`src/rtl/instr_fetch_queue.sv`:
```
// ============================================================================
// Module   : instr_fetch_queue
// Purpose  : Instruction fetch stage with a DEPTH-entry {pc, instr} prefetch
//            queue and taken-branch redirect/flush. Optional macro
//            FETCH_QUEUE_BYPASS_EN forwards a fetch straight to the output
//            when the queue is empty.
// Revision : 1.0 - initial release
// ============================================================================
`default_nettype none

module instr_fetch_queue #(
  parameter int          DEPTH    = 4,
  parameter logic [63:0] RESET_PC = 64'h0
) (
  input  logic        clk,
  input  logic        reset,
  output logic        imem_req,
  output logic [63:0] imem_addr,
  input  logic        imem_ready,
  input  logic [31:0] imem_data,
  input  logic        redirect,
  input  logic [63:0] redirect_pc,
  output logic        out_valid,
  output logic [31:0] out_instr,
  output logic [63:0] out_pc,
  input  logic        out_ready
);

  localparam int              c_ptr_w = $clog2(DEPTH);
  localparam int              c_cnt_w = c_ptr_w + 1;
  localparam logic [c_cnt_w-1:0] c_full = c_cnt_w'(DEPTH);

  logic [63:0]        r_fetch_pc;
  logic [63:0]        r_pc_mem    [DEPTH];
  logic [31:0]        r_instr_mem [DEPTH];
  logic [c_ptr_w-1:0] r_wr_ptr;
  logic [c_ptr_w-1:0] r_rd_ptr;
  logic [c_cnt_w-1:0] r_count;

  logic w_empty;
  logic w_full;
  logic w_push;
  logic w_pop;
  logic w_write;
  logic w_bypass;

  assign imem_addr = r_fetch_pc;

  always_comb begin
    w_empty  = (r_count == '0);
    w_full   = (r_count == c_full);
    // A full queue never requests, even when a pop frees a slot this cycle.
    imem_req = reset && !w_full && !redirect;
    w_push   = imem_req && imem_ready;
`ifdef FETCH_QUEUE_BYPASS_EN
    w_bypass  = w_empty && w_push;
    out_valid = reset && !redirect && (!w_empty || w_bypass);
    out_instr = w_bypass ? imem_data  : r_instr_mem[r_rd_ptr];
    out_pc    = w_bypass ? r_fetch_pc : r_pc_mem[r_rd_ptr];
`else
    w_bypass  = 1'b0;
    out_valid = reset && !redirect && !w_empty;
    out_instr = r_instr_mem[r_rd_ptr];
    out_pc    = r_pc_mem[r_rd_ptr];
`endif
    // A bypassed word that is consumed at once never occupies a slot.
    w_pop   = out_valid && out_ready && !w_bypass;
    w_write = w_push && !(w_bypass && out_ready);
  end

  always_ff @(posedge clk) begin
    if (!reset) begin
      r_fetch_pc <= RESET_PC;
      r_wr_ptr   <= '0;
      r_rd_ptr   <= '0;
      r_count    <= '0;
      for (int i = 0; i < DEPTH; i++) begin
        r_pc_mem[i]    <= '0;
        r_instr_mem[i] <= '0;
      end
    end else if (redirect) begin
      r_fetch_pc <= redirect_pc;
      r_wr_ptr   <= '0;
      r_rd_ptr   <= '0;
      r_count    <= '0;
    end else begin
      if (w_push) begin
        r_fetch_pc <= r_fetch_pc + 64'd4;
      end
      if (w_write) begin
        r_pc_mem[r_wr_ptr]    <= r_fetch_pc;
        r_instr_mem[r_wr_ptr] <= imem_data;
        r_wr_ptr              <= r_wr_ptr + 1'b1;
      end
      if (w_pop) begin
        r_rd_ptr <= r_rd_ptr + 1'b1;
      end
      if (w_write && !w_pop) begin
        r_count <= r_count + 1'b1;
      end else if (!w_write && w_pop) begin
        r_count <= r_count - 1'b1;
      end
    end
  end

endmodule

`default_nettype wire

```
`config.mk`:
```
export PLATFORM = sky130hd
export DESIGN_NAME = instr_fetch_queue
export DESIGN_NICKNAME = d
export VERILOG_FILES = /design/src/rtl/instr_fetch_queue.sv
export SDC_FILE = /design/constraint.sdc
export NUM_CORES = 1
export LEC_CHECK = 0
export ABC_CLOCK_PERIOD_IN_PS = 8890
export BUFFER_PORTS_ARGS = -buffer_cell sky130_fd_sc_hd__buf_4
export CORE_UTILIZATION = 45
export DETAILED_ROUTE_END_ITERATION = 10
export SETUP_SLACK_MARGIN = 0.3
export SLEW_MARGIN = 15
export SYNTH_ARGS = -nofsm -noshare
export SYNTH_HDL_FRONTEND = slang
export SYNTH_SLANG_ARGS = --single-unit
```
`constraint.sdc`:
```
create_clock -name clk -period 8.89 [get_ports clk]
set_input_delay 1.778 -clock clk [delete_from_list [all_inputs] [get_ports clk]]
set_output_delay 1.778 -clock clk [all_outputs]
set_load 0.03 [all_outputs]
```
==> qor.txt <==
YOSYS
------------------------------------------------------------------------------------------------------
Average cell area after synthesis                                                           13.69 um^2
Proportion of synthesized flip-flops having asynchronous set or reset                                0
Flip-flop and latch count after synthesis                                                          457
Area fraction of the dominant cell type after synthesis                                         0.5550
Library cell with the largest summed area after synthesis                                 sky130_fd_sc_hd__edfxtp_1
Number of warnings printed during yosys synthesis                                                    0
Primary FF master, synth                                                                  sky130_fd_sc_hd__edfxtp_1
Syn_nets                                                                                         1,621
Cells after synthesis                                                                            1,517
Mapped cell area                                                                           20,770 um^2
Number of library cell types mapped by synthesis                                                    62
Share of synthesized area occupied by flip-flops and latches                                    0.6254
Number of enable-type register cells in the synthesized netlist                                    384
Ranking of synthesized cells by area                                                      sky130_fd_sc_hd__edfxtp_1 56%, sky130_fd_sc_hd__mux4_2 10%, sky130_fd_sc_hd__and2_1 8.2%

TIMING
------------------------------------------------------------------------------------------------------
Slew @ Worst Pin                                                                              1.140 ns
F_max                                                                                        187.4 MHz
Final clock skew                                                                            0.02237 ns
Total negative slack for setup checks                                                             0 ns
Pins Over Slew Limit                                                                                 0
Number of setup violations in the final report                                                       0
Period utilisation layout                                                                       0.6003
Post-layout minimum cycle time                                                                5.337 ns
Worst max-slew margin expressed relative to the limit                                           0.2398
Number of failing hold endpoints at the final stage                                                  0
Unrepaired setup endpoints after global routing                                                     no

CLOCK NETWORK
------------------------------------------------------------------------------------------------------
CTS tree                                                                                         built
Library cell used as clock root buffer                                                    sky130_fd_sc_hd__clkbuf_16
Worst-Skew Late Latency                                                                        0.60 ns
Deepest clock path buffer count                                                                      3
Number of setup buffers added after CTS                                                              0
Total of hold buffers inserted after clock tree synthesis                                            0
Clock buffer count from CTS                                                                         50
Gates resized, CTS repair                                                                            0
Clock transition at the register clock pins on the worst setup and hold paths after CTS        0.05 ns
Number of levels in the clock H-tree                                                                 2
CTS sink count                                                                                     457

POWER
------------------------------------------------------------------------------------------------------
P_sw                                                                                        0.001195 W
Fraction of power consumed by the clock network                                                  0.418
Switching power as a share of total power                                                       0.2398
Sequential Power Share                                                                           0.500
Total power divided by cell area                                                          201.2 nW/um^2
IR Drop Worst-Case VDD                                                                       0.1532 mV
Internal power component                                                                    0.003788 W
Gate power share                                                                                 0.082
Static Leakage                                                                                9.458 nW

FINISH
------------------------------------------------------------------------------------------------------
Most used cells in the layout excluding fill and tap cells                                384 x sky130_fd_sc_hd__edfxtp_1, 278 x sky130_fd_sc_hd__buf_4, 273 x sky130_fd_sc_hd__and2_1
Number of inserted filler cells in the final layout                                              3,887
Synthesis-to-finish area growth                                                                 19.19%
Layout net count                                                                                 1,821
Post-route standard cell area excluding fillers                                            24,760 um^2
Share of layout cells above drive strength 1                                                    0.2729
Commonest non-fill, non-tap cell in the layout                                            sky130_fd_sc_hd__edfxtp_1
Diodes inserted                                                                                      0

WORST SETUP PATH
------------------------------------------------------------------------------------------------------
Kind of launch point of the worst setup path                                                  register
CP Data Required Time                                                                          7.11 ns
WP data arrival                                                                                3.56 ns
Class of the most critical setup path                                                     register to output port
Critical path peak fanout                                                                           49
Critical path endpoint category                                                            output port

PLACE
------------------------------------------------------------------------------------------------------
Post-DP HPWL                                                                                  33.76 mm
Number of buffers inserted by port buffering                                                       262
Gpl congestion                                                                                  0.8062
Placed cell areas                                                                          23,130 um^2

GLOBAL ROUTING
------------------------------------------------------------------------------------------------------
Final global-route overflow total                                                                    0
Global-route total usage across every layer                                                     0.2454
Vias in the first global route                                                                  13,513
First-pass GRT wire length                                                                    86.33 mm
Largest net degree at the start of global routing                                                   97
Antenna violations before repair                                                                     1

ROUTING
------------------------------------------------------------------------------------------------------
Remaining antenna violation count after routing                                                      0
Final routed wire length divided by cell count                                                24.50 um
Detailed-route DRC error count                                                                       0
DRT Wirelength                                                                                57.79 mm
First-iteration detailed-routing DRC count                                                       1,139
Pre-antenna DRT Iters                                                                                8
DR vias                                                                                         13,667
Routed vias/inst                                                                                 5.794

DIE
------------------------------------------------------------------------------------------------------
X dimension of the die                                                                        216.9 um
Area of the die                                                                            47,030 um^2
Die height                                                                                    216.9 um
Starting density of the core                                                                    0.4568
Row cnt                                                                                             78
I/O Pins                                                                                           263
Core footprint                                                                             45,480 um^2

FLOW RUN
------------------------------------------------------------------------------------------------------
Maxcap violations                                                                                    0

WORST HOLD PATH
------------------------------------------------------------------------------------------------------
Path class of the lowest-slack min-delay path                                             register to register

OUTCOME
------------------------------------------------------------------------------------------------------
Result of the run                                                                         complete, no violations

power groups by stage:
stage	registers, W	clock network [W]	logic, W
4_1_cts	0.00249	0.00211	0.000415
6_report	0.00249	0.00208	0.000411
5_1_grt	0.00250	0.00219	0.000435
3_3_place_gp	0.00253	0	0.000410
3_5_place_dp	0.00254	0	0.000414
2_1_floorplan	0.00254	0	0.000214
final timing paths:
| kind | from | end | slack, ns | cells after the start |
|---|---|---|---|---|
| hold / removal | r_count[2] | r_count[2] | 0.51 | 2 |
| hold reg to reg | r_count[2] | r_count[2] | 0.51 | 2 |
| setup / recovery | register | out_pc[30] | 3.55 | 3 |
| setup reg to reg | r_count[0] | r_instr_mem[0][29] | 5.09 | 6 |
routing by layer:
metal,vias to the layer above,track usage,wire [um]
li1,6073,-,-
met1,7004,0.3477,25090
met2,508,0.3887,27480
met3,80,0.04584,3953
met4,2,0.06667,1256
met5,-,0,9
registers in the layout, indices dropped and copies added (netlist names), named ones only:
signal / count
r_count: 3
r_pc_mem: 256
r_rd_ptr: 2
r_instr_mem: 128
r_wr_ptr: 2
imem_addr: 64
metrics by stage:
stage               worst slack (ns)  hold slack, ns  std cells  power [W]  utilization
floorplan                     0.5842          0.4669       1517   0.002753            -
global placement               3.151          0.4807       2265   0.002940       0.5087
detailed placement             3.101          0.5093       2265   0.002949       0.5087
CTS                            3.390          0.5185       2359   0.005018       0.5445
global route                   3.233          0.5439       2359   0.005131       0.5445
finish                         3.553          0.5086       2359   0.004983       0.5445
critical path, stage by stage, from the launching register on:
cell,delay (ns)
sky130_fd_sc_hd__dfxtp_4,1.02
sky130_fd_sc_hd__buf_4,0.96
sky130_fd_sc_hd__mux4_2,0.70
sky130_fd_sc_hd__buf_4,0.21
cell type report:
class | count | area [um^2] | share of cell area
Sequential cell | 457 | 13000 | 0.5252
Multi-Input combinational cell | 918 | 7246 | 0.2926
Inverter | 12 | 47.55 | 0.001920
Clock inverter | 16 | 200.2 | 0.008085
Timing Repair Buffer | 278 | 2087 | 0.08429
Tap cell | 600 | 750.7 | 0.03032
Clock buffer | 78 | 1426 | 0.05761
logic make-up (layout without fill, tap and decap cells):
| kind of cell | Yosys count | after routing | synth area share |
|---|---|---|---|
| flip-flops | 457 | 457 | 0.6254 |
| XOR/XNOR | 23 | 23 | 0.009696 |
| multiplexers | 114 | 114 | 0.1132 |
| buffers and inverters | 142 | 384 | 0.02813 |
| AO/OA/AOI/OAI | 123 | 123 | 0.03710 |
| AND/OR/NAND/NOR | 655 | 655 | 0.1843 |
| adder cells (fa/ha/maj) | 3 | 3 | 0.002168 |
synth_stat cells, types with 5 or more instances:
master,count
sky130_fd_sc_hd__edfxtp_1,384
sky130_fd_sc_hd__and2_1,273
sky130_fd_sc_hd__and3_1,107
sky130_fd_sc_hd__mux4_2,96
sky130_fd_sc_hd__clkbuf_1,95
sky130_fd_sc_hd__dfxtp_1,73
sky130_fd_sc_hd__nand2_1,70
sky130_fd_sc_hd__nor2_1,70
sky130_fd_sc_hd__a21oi_1,40
sky130_fd_sc_hd__nand3_1,32
sky130_fd_sc_hd__nand4_1,25
sky130_fd_sc_hd__nor3_1,24
sky130_fd_sc_hd__buf_2,20
sky130_fd_sc_hd__o21ai_0,18
sky130_fd_sc_hd__xnor2_1,17
sky130_fd_sc_hd__o22ai_1,16
sky130_fd_sc_hd__nor4_1,14
sky130_fd_sc_hd__a31oi_1,12
sky130_fd_sc_hd__buf_1,11
sky130_fd_sc_hd__inv_1,10
sky130_fd_sc_hd__mux2i_1,10
sky130_fd_sc_hd__mux2_2,7
sky130_fd_sc_hd__or3_1,7
sky130_fd_sc_hd__a22oi_1,6
sky130_fd_sc_hd__xor2_1,6
sky130_fd_sc_hd__a221oi_1,5
sky130_fd_sc_hd__o31a_1,5
(Power assumes the default switching activity.)
